[config.mk]
export PLATFORM = sky130hd
export DESIGN_NAME = multicycle_ctrl_flat
export DESIGN_NICKNAME = d
export VERILOG_FILES = /design/src/rtl/multicycle_ctrl_if.sv /design/src/rtl/multicycle_ctrl.sv /design/src/flat_wrapper.sv
export SDC_FILE = /design/constraint.sdc
export NUM_CORES = 1
export LEC_CHECK = 0
export CORE_UTILIZATION = 47
export DETAILED_ROUTE_END_ITERATION = 10
export PLACE_DENSITY_LB_ADDON = 0.3
export RECOVER_POWER = 100
export SYNTH_ARGS = -nofsm -noshare
export SYNTH_HDL_FRONTEND = slang
export SYNTH_SLANG_ARGS = --single-unit
[constraint.sdc]
create_clock -name CLK -period 2.6 [get_ports CLK]
set_input_delay 0.52 -clock CLK [delete_from_list [all_inputs] [get_ports CLK]]
set_output_delay 0.52 -clock CLK [all_outputs]
set_load 0.02 [all_outputs]
[src/rtl/multicycle_ctrl_if.sv]
// Handshake and control bundle between the LEGv8 multi-cycle control FSM
// and the instruction register / shared datapath.
interface multicycle_ctrl_if;
    logic [10:0] Opcode;
    logic        Zero;
    logic        IMemReady;
    logic        DMemReady;
    logic [1:0]  SignExtCtrl;
    logic [3:0]  ALUOp;
    logic        ALUSrc;
    logic        Reg2Loc;
    logic        IRWrite;
    logic        PCWrite;
    logic        PCSrc;
    logic        MemRead;
    logic        MemWrite;
    logic        RegWrite;
    logic        MemToReg;
    logic        Fault;
    logic [2:0]  State;

    // datapath / memory side
    modport master (
        output Opcode, Zero, IMemReady, DMemReady,
        input  SignExtCtrl, ALUOp, ALUSrc, Reg2Loc, IRWrite, PCWrite, PCSrc,
               MemRead, MemWrite, RegWrite, MemToReg, Fault, State
    );

    // control FSM side
    modport slave (
        input  Opcode, Zero, IMemReady, DMemReady,
        output SignExtCtrl, ALUOp, ALUSrc, Reg2Loc, IRWrite, PCWrite, PCSrc,
               MemRead, MemWrite, RegWrite, MemToReg, Fault, State
    );
endinterface

[src/rtl/multicycle_ctrl.sv]
// Multi-cycle LEGv8 control: FETCH -> DECODE -> EXEC -> [MEM] -> [WB].
// The opcode is captured while in DECODE so the datapath controls stay
// stable through EXEC, MEM and WB even if the IR input moves.
module multicycle_ctrl (
    input  logic              CLK,
    input  logic              Reset,
    multicycle_ctrl_if.slave  bus
);

    typedef enum logic [2:0] {
        FETCH  = 3'd0,
        DECODE = 3'd1,
        EXEC   = 3'd2,
        MEM    = 3'd3,
        WB     = 3'd4,
        FAULT  = 3'd7
    } state_t;

    typedef enum logic [2:0] {K_ILL, K_R, K_I, K_LD, K_ST, K_CBZ, K_B} kind_t;

    typedef struct packed {
        kind_t      kind;
        logic [1:0] sext;
        logic [3:0] aluop;
        logic       alusrc;
        logic       reg2loc;
    } dec_t;

    // Opcode -> instruction class plus the datapath controls it implies.
    function automatic dec_t decode(input logic [10:0] op);
        dec_t d;
        d.kind    = K_ILL;
        d.sext    = 2'b00;
        d.aluop   = 4'b0010;
        d.alusrc  = 1'b0;
        d.reg2loc = 1'b0;
        casez (op)
            11'b11111000010: begin d.kind = K_LD;  d.sext = 2'b01; d.alusrc = 1'b1; end
            11'b11111000000: begin d.kind = K_ST;  d.sext = 2'b01; d.alusrc = 1'b1; d.reg2loc = 1'b1; end
            11'b10001011000: begin d.kind = K_R;   d.aluop = 4'b0010; end
            11'b11001011000: begin d.kind = K_R;   d.aluop = 4'b0110; end
            11'b10001010000: begin d.kind = K_R;   d.aluop = 4'b0000; end
            11'b10101010000: begin d.kind = K_R;   d.aluop = 4'b0001; end
            11'b1001000100?: begin d.kind = K_I;   d.aluop = 4'b0010; d.alusrc = 1'b1; end
            11'b1101000100?: begin d.kind = K_I;   d.aluop = 4'b0110; d.alusrc = 1'b1; end
            11'b10110100???: begin d.kind = K_CBZ; d.sext = 2'b11; d.aluop = 4'b0111; d.reg2loc = 1'b1; end
            11'b000101?????: begin d.kind = K_B;   d.sext = 2'b10; end
            default:         d.kind = K_ILL;
        endcase
        return d;
    endfunction

    state_t      state, state_nx;
    logic [10:0] op_q;
    dec_t        cur, held;

    // In DECODE the live IR drives the controls; afterwards the captured copy.
    assign cur  = decode((state == DECODE) ? bus.Opcode : op_q);
    // FETCH keeps showing the previous instruction's extender mode.
    assign held = decode(op_q);

    assign bus.State = state;

    // State register.
    always_ff @(posedge CLK or posedge Reset) begin
        if (Reset) state <= FETCH;
        else       state <= state_nx;
    end

    // Capture the opcode as the FSM leaves DECODE.
    always_ff @(posedge CLK or posedge Reset) begin
        if (Reset)                op_q <= '0;
        else if (state == DECODE) op_q <= bus.Opcode;
    end

    // Next state and control outputs.
    always_comb begin
        state_nx        = state;
        bus.IRWrite     = 1'b0;
        bus.PCWrite     = 1'b0;
        bus.PCSrc       = 1'b0;
        bus.MemRead     = 1'b0;
        bus.MemWrite    = 1'b0;
        bus.RegWrite    = 1'b0;
        bus.MemToReg    = 1'b0;
        bus.Fault       = 1'b0;
        bus.SignExtCtrl = held.sext;
        bus.ALUOp       = 4'b0010;
        bus.ALUSrc      = 1'b0;
        bus.Reg2Loc     = 1'b0;

        if (state == DECODE || state == EXEC || state == MEM || state == WB) begin
            bus.SignExtCtrl = cur.sext;
            bus.ALUOp       = cur.aluop;
            bus.ALUSrc      = cur.alusrc;
            bus.Reg2Loc     = cur.reg2loc;
        end

        case (state)
            FETCH: begin
                bus.IRWrite = bus.IMemReady;
                if (bus.IMemReady) state_nx = DECODE;
            end
            DECODE: state_nx = (cur.kind == K_ILL) ? FAULT : EXEC;
            EXEC: begin
                case (cur.kind)
                    K_R, K_I:   state_nx = WB;
                    K_LD, K_ST: state_nx = MEM;
                    K_CBZ: begin
                        bus.PCWrite = 1'b1;
                        bus.PCSrc   = bus.Zero;
                        state_nx    = FETCH;
                    end
                    K_B: begin
                        bus.PCWrite = 1'b1;
                        bus.PCSrc   = 1'b1;
                        state_nx    = FETCH;
                    end
                    default: state_nx = FAULT;
                endcase
            end
            MEM: begin
                if (cur.kind == K_LD) begin
                    bus.MemRead = 1'b1;
                    if (bus.DMemReady) state_nx = WB;
                end else if (cur.kind == K_ST) begin
                    bus.MemWrite = 1'b1;
                    if (bus.DMemReady) begin
                        bus.PCWrite = 1'b1;
                        state_nx    = FETCH;
                    end
                end else begin
                    state_nx = FAULT;
                end
            end
            WB: begin
                bus.RegWrite = 1'b1;
                bus.PCWrite  = 1'b1;
                bus.MemToReg = (cur.kind == K_LD);
                state_nx     = FETCH;
            end
            FAULT:   bus.Fault = 1'b1;
            default: state_nx = FAULT;
        endcase
    end

endmodule
[src/flat_wrapper.sv]
// flat-port wrapper written by rule: the top's interface ports become plain ports
module multicycle_ctrl_flat 
  (CLK, Reset, bus_Opcode, bus_Zero, bus_IMemReady, bus_DMemReady, bus_SignExtCtrl, bus_ALUOp, bus_ALUSrc, bus_Reg2Loc, bus_IRWrite, bus_PCWrite, bus_PCSrc, bus_MemRead, bus_MemWrite, bus_RegWrite, bus_MemToReg, bus_Fault, bus_State);
  multicycle_ctrl_if bus_i ();
  input  logic CLK;
  input  logic Reset;
  input wire logic [$bits(bus_i.Opcode)-1:0] bus_Opcode;
  input wire logic [$bits(bus_i.Zero)-1:0] bus_Zero;
  input wire logic [$bits(bus_i.IMemReady)-1:0] bus_IMemReady;
  input wire logic [$bits(bus_i.DMemReady)-1:0] bus_DMemReady;
  output wire logic [$bits(bus_i.SignExtCtrl)-1:0] bus_SignExtCtrl;
  output wire logic [$bits(bus_i.ALUOp)-1:0] bus_ALUOp;
  output wire logic [$bits(bus_i.ALUSrc)-1:0] bus_ALUSrc;
  output wire logic [$bits(bus_i.Reg2Loc)-1:0] bus_Reg2Loc;
  output wire logic [$bits(bus_i.IRWrite)-1:0] bus_IRWrite;
  output wire logic [$bits(bus_i.PCWrite)-1:0] bus_PCWrite;
  output wire logic [$bits(bus_i.PCSrc)-1:0] bus_PCSrc;
  output wire logic [$bits(bus_i.MemRead)-1:0] bus_MemRead;
  output wire logic [$bits(bus_i.MemWrite)-1:0] bus_MemWrite;
  output wire logic [$bits(bus_i.RegWrite)-1:0] bus_RegWrite;
  output wire logic [$bits(bus_i.MemToReg)-1:0] bus_MemToReg;
  output wire logic [$bits(bus_i.Fault)-1:0] bus_Fault;
  output wire logic [$bits(bus_i.State)-1:0] bus_State;
  assign bus_i.Opcode = bus_Opcode;
  assign bus_i.Zero = bus_Zero;
  assign bus_i.IMemReady = bus_IMemReady;
  assign bus_i.DMemReady = bus_DMemReady;
  assign bus_SignExtCtrl = bus_i.SignExtCtrl;
  assign bus_ALUOp = bus_i.ALUOp;
  assign bus_ALUSrc = bus_i.ALUSrc;
  assign bus_Reg2Loc = bus_i.Reg2Loc;
  assign bus_IRWrite = bus_i.IRWrite;
  assign bus_PCWrite = bus_i.PCWrite;
  assign bus_PCSrc = bus_i.PCSrc;
  assign bus_MemRead = bus_i.MemRead;
  assign bus_MemWrite = bus_i.MemWrite;
  assign bus_RegWrite = bus_i.RegWrite;
  assign bus_MemToReg = bus_i.MemToReg;
  assign bus_Fault = bus_i.Fault;
  assign bus_State = bus_i.State;
  multicycle_ctrl u_core (.CLK(CLK), .Reset(Reset), .bus(bus_i));
endmodule
==> key figures, run 1 <==
Floorplan
  – Starting Density: 51.3%
  – Die width: 51.9 um
  – Core Rows: 17
  – Top Ports: 35
  – Chip height: between 50 and 60 um

Synthesis
  – EDFF count, synth: 0
  – Top post-synthesis cells by area: dfrtp_1 30%, nand2_1 12%, mux2i_4 3.9%
  – Mapped Cells: between 100 and 150
  – Yosys top cell by area: dfrtp_1
  – Mean post-synth cell area: ~7.8 um^2
  – Commonest cells in the netlist: 36 x nand2_1, 14 x dfrtp_1, 12 x nor2_1
  – Distinct cells, synth: 49
  – Post-Syn Nets: 165
  – Synth warn: 0
  – Top-count cell post-synth: nand2_1
  – Post-synth top area share: approximately 30%
  – Seq/Total Area, Yosys: between 20 and 30%
  – Most used DFF post-synth: dfrtp_1
  – Mapped cell area: 1170 um^2
  – Post-synthesis register bit count: 14
  – Synth async-reset ratio: 100%

Clock network
  – Cts bufs inserted: 3
  – CTS max path bufs: 2
  – Root Buffer: clkbuf_4
  – Hold-fix buffers, CTS: 0
  – Sink Count: 14
  – Htree depth: 1

Placed design
  – Post-Place Worst Slack: -0.714 ns
  – Area after DPL: roughly 1900 um^2
  – Hpwl dp: between 3000 and 4000 um
  – Dpl cells: between 200 and 300
  – GP Congestion: ~0.94
  – PortBufs: 33

Timing
  – Worst-path endpoint category: output port
  – Worst Endpoint after GRT Repair: bus_ALUOp[1]

Run status
  – Error: [ERROR DPL-0038] Utilization greater than 100%, impossible to legalize
  – Stopping stage: global routing (5_1_grt)
  – Run status: aborted with a tool error

GRT
  – Largest net degree at the start of global routing: 15
## per-stage QoR
| stage | setup TNS [ns] | hold WS (ns) | util, % |
|---|---|---|---|
| floorplan | -0.00776 | 0.409 | - |
| global placement | -6.36 | 0.495 | 81.6 |
| detailed placement | -6.78 | 0.522 | 81.6 |
| CTS | -1.70 | 0.546 | 90.4 |
## cells by family after synthesis
family / after synthesis / share of synthesized area, %
XOR/XNOR: 1 / 0.750
other: 1 / 0.321
AO/OA/AOI/OAI: 28 / 17.7
AND/OR/NAND/NOR: 86 / 38.3
buffers and inverters: 15 / 6.96
multiplexers: 4 / 6.00
flip-flops: 14 / 30.0
## repair_timing
action | CTS
hold endpoints to repair | 0
gates resized for setup | 87
setup buffers | 8
setup endpoints to repair | 16
pin swaps | 15
==> inputs of run 2 (changes only) <==
--- a/config.mk
+++ b/config.mk
@@ -5,9 +5,10 @@
 export SDC_FILE = /design/constraint.sdc
 export NUM_CORES = 1
 export LEC_CHECK = 0
-export CORE_UTILIZATION = 47
+export CORE_AREA = 2 2 63 65
 export DETAILED_ROUTE_END_ITERATION = 10
-export PLACE_DENSITY_LB_ADDON = 0.3
+export DIE_AREA = 0 0 65 67
+export PLACE_DENSITY_LB_ADDON = 0.15
 export RECOVER_POWER = 100
 export SYNTH_ARGS = -nofsm -noshare
 export SYNTH_HDL_FRONTEND = slang
==> key figures, run 2 <==
Run status
  – Run status: complete, but fails checks (was aborted with a tool error)
  – Failing checks: negative setup slack

Cells and area
  – Most frequent cells in the layout: 60 x buf_4, 33 x nand2_1, 15 x buf_6
  – Biggest register: u_core.op_q
  – Share of layout cells above drive strength 1: 51.4%
  – Final net count: between 200 and 300
  – Syn-to-layout area delta: 98.1%
  – Antenna Diode Count: 0
  – Commonest non-fill, non-tap cell in the layout: buf_4
  – Final Cell Area: 2310 um^2
  – Max reg flops: 11

Synthesis
  – Yosys top cell by area: dfrtp_1 (unchanged)
  – Most used DFF post-synth: dfrtp_1 (unchanged)
  – Synth warn: 0 (unchanged)
  – Post-synthesis register bit count: 14 (unchanged)
  – Post-synth top area share: 30.0% (unchanged)
  – Mean post-synth cell area: 7.84 um^2 (unchanged)
  – Top post-synthesis cells by area: dfrtp_1 30%, nand2_1 12%, mux2i_4 3.9% (unchanged)
  – Distinct cells, synth: 49 (unchanged)
  – Mapped cell area: 1170 um^2 (unchanged)
  – Commonest cells in the netlist: 36 x nand2_1, 14 x dfrtp_1, 12 x nor2_1 (unchanged)
  – Top-count cell post-synth: nand2_1 (unchanged)
  – Synth async-reset ratio: 100% (unchanged)
  – Mapped Cells: 149 (unchanged)
  – EDFF count, synth: 0 (unchanged)
  – Post-Syn Nets: 165 (unchanged)
  – Seq/Total Area, Yosys: 30.0% (unchanged)

Detailed routing
  – Post-Route WL: ~4600 um
  – Pre-antenna DRT Iters: 4
  – Via count: 1550
  – Via-to-Cell Ratio: about 5.3
  – Wire length per cell: about 16 um
  – Iteration-0 DRC Markers: 90
  – # DRC: 0
  – Antenna-violating nets left: 0

Floorplan
  – Top Ports: 35 (unchanged)
  – Starting Density: 32.4% (was 51.3%)
  – Die width: 65 um (was 51.9 um)
  – Chip height: 67 um (was 51.9 um)
  – Die area: between 4000 and 5000 um^2
  – Core Rows: 22 (was 17)
  – Core Region: approximately 3600 um^2

Timing
  – Relative max-transition margin: about 62%
  – Max Clk Rate: about 360 MHz
  – Slew Limit Fails: 0
  – Post-route clock skew: between 0.002 and 0.0025 ns
  – Tightest Pin Transition: around 0.57 ns
  – Setup ws final: -0.179 ns
  – Setup violators final: 12
  – Hold violation count in the final report: 0
  – RSZ-0062 raised after global routing: yes
  – Min cycle time layout: between 2 and 3 ns
  – Final period utilization: 107%
  – Final Hold Slack: a little over 0.5 ns

GRT
  – Vias in the first global route: about 1500
  – GRT Util Overall: about a fifth
  – Largest net degree at the start of global routing: 15
  – GRT overflow: 0
  – First-pass GRT wire length: approximately 6900 um
  – Initial antenna violation count: 0

Clock network
  – Root Buffer: clkbuf_8 (was clkbuf_4)
  – Cts bufs inserted: 3 (unchanged)
  – CTS tree: yes
  – Htree depth: 1 (unchanged)
  – Sink Count: 14 (unchanged)
  – Hold-fix buffers, CTS: 0 (unchanged)
  – CTS max path bufs: 2 (unchanged)
  – Clk slew on worst S/H paths: around 0.06 ns
  – Clk_lat worst skew: 0.25 ns

Setup path
  – R2R Setup Slk: approximately 0.10 ns
  – CP Launch Type: flop
  – CP Data Arrival Time: roughly 2.3 ns
  – Slowest cell on crit path: dfrtp_2
  – Critical Path Sink Type: primary output
  – Critical path type: reg2out
  – Worst Path Required: around 2.1 ns
  – Reg2Reg Depth: 12
  – Crit-path max FO: 6
  – RR Endpoint: u_core.bus.State[1]$_DFFE_PP0P_
  – Worst Path Buf+Inv: 3
  – Most common cell on crit path: buf_6
  – Worst path cell trace: buf_6 -> or3b_4 -> buf_12 -> nand4b_1 -> o41ai_4 -> or2_1 -> o2bb2ai_2 -> a21o_1 -> buf_6
  – Delay-heaviest family, CP: simple AND/OR/NAND/NOR gates
  – CP startpoint: u_core.bus.State[0]$_DFFE_PP0P_
  – Reg2reg start: u_core.bus.State[0]$_DFFE_PP0P_
  – Critical path depth in cells: 9
  – Largest stage delay, worst path: about 0.4 ns
  – End of the critical path: bus_PCWrite

Placed design
  – PortBufs: 33 (unchanged)
  – Hpwl dp: 2980 um (was 3120 um)
  – Area after DPL: 1870 um^2 (was 1860 um^2)
  – Post-Place Worst Slack: -0.693 ns (was -0.714 ns)
  – GP Congestion: 0.888 (was 0.937)

Power and ir drop
  – PD cells: about 280 nW/um^2
  – VDD IR-drop max: 0.000313 V
  – Leak pwr: 1.10 nW

Worst hold path
  – Hold Path Class: reg2reg

Job
  – MaxCap Viol Count: 0
==> run 2: repair_timing <==
action / CTS / global route
resized for setup: 87 / 32
gates cloned: 1 / 0
pin swaps: 16 / 12
endpoints found under the hold margin: 0 / 0
buffers inserted: 11 / 11
setup endpoints to repair: 12 / 13
==> run 2: worst min-delay path by stage <==
stage                              from                        to  depth (start not counted)
2_1_floorplan                     Reset  u_core.op_q[0]$_DFF_PP0_                          1
3_3_place_gp   u_core.op_q[3]$_DFF_PP0_  u_core.op_q[3]$_DFF_PP0_                          2
3_5_place_dp   u_core.op_q[3]$_DFF_PP0_  u_core.op_q[3]$_DFF_PP0_                          2
4_1_cts        u_core.op_q[3]$_DFF_PP0_  u_core.op_q[3]$_DFF_PP0_                          2
5_1_grt        u_core.op_q[3]$_DFF_PP0_  u_core.op_q[3]$_DFF_PP0_                          2
6_report       u_core.op_q[3]$_DFF_PP0_  u_core.op_q[3]$_DFF_PP0_                          2
==> run 2: cells by family after synthesis <==
group,share of synthesized area (%)
simple gates,38.3
compound gates,17.7
buf+inv,6.96
flops,30.0
mux,6.00
xor+xnor,0.750
other cells,0.321
==> run 2: where the power goes <==
| group | total [mW] | internal (mW) | switching [mW] | leakage [nW] |
|---|---|---|---|---|
| Clock | 0.217 | 0.135 | 0.0824 | 0.0288 |
| Combinational | 0.174 | 0.0911 | 0.0833 | 0.936 |
| Sequential | 0.247 | 0.233 | 0.0140 | 0.131 |
==> run 2: worst min-delay path: cells and delay by family (launching register included) <==
family / cells / cell delay, ns
flops: 1 / 0.36
simple gates: 2 / 0.11
==> run 2: cell type report <==
type,count,area [um^2]
tap,48,60.1
clock buffer,4,55.1
sequential,14,354
inverter,8,30.0
timing repair buffer,100,905
multi-input combinational,121,911
fill,285,1290
==> run 2: per-layer routing <==
metal | up-vias | wire, um | GRT usage (%)
met1 | 770 | 1870 | 24.6
met4 | 0 | 128 | 8.78
met2 | 42 | 2430 | 37.0
met5 | - | 0 | 0
met3 | 12 | 164 | 4.90
li1 | 726 | - | -
==> run 2: stage by stage <==
step	std cells	power (mW)	setup TNS (ns)	utilization, %
floorplan	149	0.308	-0.00776	-
global placement	268	0.392	-6.54	51.9
detailed placement	268	0.394	-6.83	51.9
CTS	284	0.614	-0.785	57.7
global route	295	0.671	-1.76	64.2
finish	295	0.639	-1.02	64.2
(Power assumes the default switching activity.)
==> inputs of run 3 (changes only) <==
--- a/config.mk
+++ b/config.mk
@@ -9,7 +9,6 @@
 export DETAILED_ROUTE_END_ITERATION = 10
 export DIE_AREA = 0 0 65 67
 export PLACE_DENSITY_LB_ADDON = 0.15
-export RECOVER_POWER = 100
 export SYNTH_ARGS = -nofsm -noshare
 export SYNTH_HDL_FRONTEND = slang
 export SYNTH_SLANG_ARGS = --single-unit
==> constraint.sdc (replaced) <==
create_clock -name CLK -period 2.42 [get_ports CLK]
set_input_delay 0.484 -clock CLK [delete_from_list [all_inputs] [get_ports CLK]]
set_output_delay 0.484 -clock CLK [all_outputs]
set_load 0.02 [all_outputs]
==> key figures, run 3 (synthesis gave the netlist of run 2 again) <==
GRT
  – Initial antenna violation count: 0 (unchanged)
  – First-pass GRT wire length: 6800 um (was 6910 um)
  – GRT overflow: 0 (unchanged)
  – GRT Util Overall: 20.4% (was 21.1%)
  – Vias in the first global route: 1420 (was 1463)
  – Largest net degree at the start of global routing: 15 (unchanged)

Setup path
  – Slowest cell on crit path: dfrtp_2 (unchanged)
  – Most common cell on crit path: buf_6 (unchanged)
  – Critical path type: reg2out (unchanged)
  – Largest stage delay, worst path: 0.43 ns (was 0.39 ns)
  – CP Launch Type: flop (unchanged)
  – Crit-path max FO: 5 (was 6)
  – CP Data Arrival Time: 2.24 ns (was 2.26 ns)
  – Worst Path Required: 1.94 ns (was 2.08 ns)
  – Critical Path Sink Type: primary output (unchanged)
  – Worst path cell trace: buf_6 -> or3b_4 -> buf_6 -> nand4b_1 -> o41ai_4 -> or2_4 -> o2bb2ai_2 -> a21o_1 -> buf_6 (was buf_6 -> or3b_4 -> buf_12 -> nand4b_1 -> o41ai_4 -> or2_1 -> o2bb2ai_2 -> a21o_1 -> buf_6)

Timing
  – Final Hold Slack: 0.502 ns (was 0.507 ns)
  – Slew Limit Fails: 0 (unchanged)
  – Hold violation count in the final report: 0 (unchanged)
  – Max Clk Rate: between 300 and 400 MHz
  – RSZ-0062 raised after global routing: yes (unchanged)
  – Tightest Pin Transition: 0.561 ns (was 0.569 ns)
  – Post-route clock skew: 0.00405 ns (was 0.00206 ns)
  – Relative max-transition margin: 62.5% (was 62.0%)
  – Setup ws final: -0.303 ns (was -0.179 ns)
  – Setup_tns: -2.50 ns (was -1.02 ns)
  – Final period utilization: 113%
  – Setup violators final: 15 (was 12)
  – Min cycle time layout: 2.72 ns

Detailed routing
  – # DRC: 0 (unchanged)
  – Via count: 1480 (was 1550)
  – Iteration-0 DRC Markers: 57 (was 90)
  – Pre-antenna DRT Iters: 5 (was 4)
  – Antenna-violating nets left: 0 (unchanged)
  – Via-to-Cell Ratio: 4.93 (was 5.25)
  – Wire length per cell: 14.7 um (was 15.6 um)
  – Post-Route WL: 4410 um (was 4600 um)

Placed design
  – Post-Place Worst Slack: -0.808 ns (was -0.693 ns)
  – GP Congestion: 0.861 (was 0.888)
  – Dpl cells: 275 (was 268)
  – PortBufs: 33 (unchanged)
  – Area after DPL: 1930 um^2 (was 1870 um^2)
  – Hpwl dp: 3140 um (was 2980 um)

Cells and area
  – Final Cell Area: 2400 um^2 (was 2310 um^2)
  – Final net count: 269 (was 264)
  – Biggest register: u_core.op_q (unchanged)
  – Most frequent cells in the layout: 64 x buf_4, 32 x nand2_1, 20 x buf_6 (was 60 x buf_4, 33 x nand2_1, 15 x buf_6)
  – Share of layout cells above drive strength 1: 54.4% (was 51.4%)
  – Layout Utilization: 66.4% (was 64.2%)
  – Fin cells: 300 (was 295)
  – Syn-to-layout area delta: 105% (was 98.1%)
  – Commonest non-fill, non-tap cell in the layout: buf_4 (unchanged)
  – Antenna Diode Count: 0 (unchanged)
  – Max reg flops: 11 (unchanged)

Clock network
  – Root Buffer: clkbuf_8 (unchanged)
  – Clk slew on worst S/H paths: 0.06 ns (about the same)
  – Clk_lat worst skew: 0.25 ns (about the same)
  – CTS tree: yes (unchanged)
  – Cts bufs inserted: 3 (unchanged)
  – Htree depth: 1 (unchanged)
  – CTS max path bufs: 2 (unchanged)
  – Sink Count: 14 (unchanged)

Floorplan
  – Core Region: 3610 um^2 (unchanged)
  – Top Ports: 35 (unchanged)
  – Die area: 4360 um^2 (unchanged)
  – Core Rows: 22 (unchanged)
  – Starting Density: 32.4% (unchanged)
  – Chip height: 67 um (unchanged)
  – Die width: 65 um (unchanged)

Run status
  – Run status: complete, but fails checks (unchanged)
  – Failing checks: negative setup slack (unchanged)

Power and ir drop
  – VDD IR-drop max: 0.000284 V (was 0.000313 V)
  – Leak pwr: 1.12 nW (was 1.10 nW)
  – Tot Pwr: 0.687 mW (was 0.639 mW)
  – PD cells: 287 nW/um^2 (was 276 nW/um^2)

Job
  – MaxCap Viol Count: 0 (unchanged)

Worst hold path
  – Hold Path Class: reg2reg (unchanged)
==> run 3: changes by cell type in the layout (fill, tap and decap cells not counted), sizes merged <==
cell           change
dlygate4sd3        -1
buf                +5
dlymetal6s2s       -1
dlygate4sd2        -1
clkdlybuf4s50      +3
==> run 3: power by group <==
| group | leakage (nW) | switching, mW | internal, mW | total [mW] |
|---|---|---|---|---|
| registers | 0.131 | 0.0137 | 0.251 | 0.264 |
| logic | 0.958 | 0.0917 | 0.104 | 0.196 |
| clock network | 0.0288 | 0.0821 | 0.144 | 0.226 |
==> run 3: path summary, 6_finish.rpt <==
path	startpoint	cells after the start	endpoint	slack [ns]
worst min register to register	u_core.op_q[2]$_DFF_PP0_	2	u_core.op_q[2]$_DFF_PP0_	0.50
worst max-delay path	u_core.bus.State[2]$_DFFE_PP0P_	9	bus_PCWrite	-0.30
worst min-delay path	u_core.op_q[2]$_DFF_PP0_	2	u_core.op_q[2]$_DFF_PP0_	0.50
worst max register to register	u_core.bus.State[2]$_DFFE_PP0P_	12	u_core.bus.State[0]$_DFFE_PP0P_	-0.16
max in group asynchronous	Reset	2	u_core.bus.State[0]$_DFFE_PP0P_	1.42
min in group asynchronous	Reset	2	u_core.op_q[9]$_DFF_PP0_	0.60
==> run 3: layout make-up <==
type                       count  area (um^2)
timing repair buffer         105          925
multi-input combinational    121          972
clock buffer                   4         55.1
tap                           48         60.1
inverter                       8         30.0
fill                         320         1210
sequential                    14          354
==> run 3: layer usage <==
metal / vias up / track usage [%] / share of wire [%]
met4: 0 / 2.39 / 1.2
met3: 6 / 3.04 / 3.4
met1: 708 / 26.9 / 44
met5: - / 0 / 0
li1: 734 / - / -
met2: 32 / 36.3 / 52
==> run 3: what timing repair did <==
action	4_1_cts	5_1_grt
hold buffers	0	0
buffers inserted	11	9
pin swaps	12	21
endpoints found under the setup margin	17	15
cloned	1	0
gates resized for setup	90	36
==> run 3: worst max-delay path, delay by kind of cell (launching register included) <==
| family | cells | cell delay, ns |
|---|---|---|
| buf+inv | 3 | 0.39 |
| compound gates | 3 | 0.39 |
| flops | 1 | 0.43 |
| simple gates | 3 | 0.78 |
==> inputs of run 4 (changes only) <==
--- a/config.mk
+++ b/config.mk
@@ -5,6 +5,7 @@
 export SDC_FILE = /design/constraint.sdc
 export NUM_CORES = 1
 export LEC_CHECK = 0
+export CAP_MARGIN = 20
 export CORE_AREA = 2 2 63 65
 export DETAILED_ROUTE_END_ITERATION = 10
 export DIE_AREA = 0 0 65 67
==> results of run 4 <==
The final DEF is identical to that of run 3; final timing and power are the same.
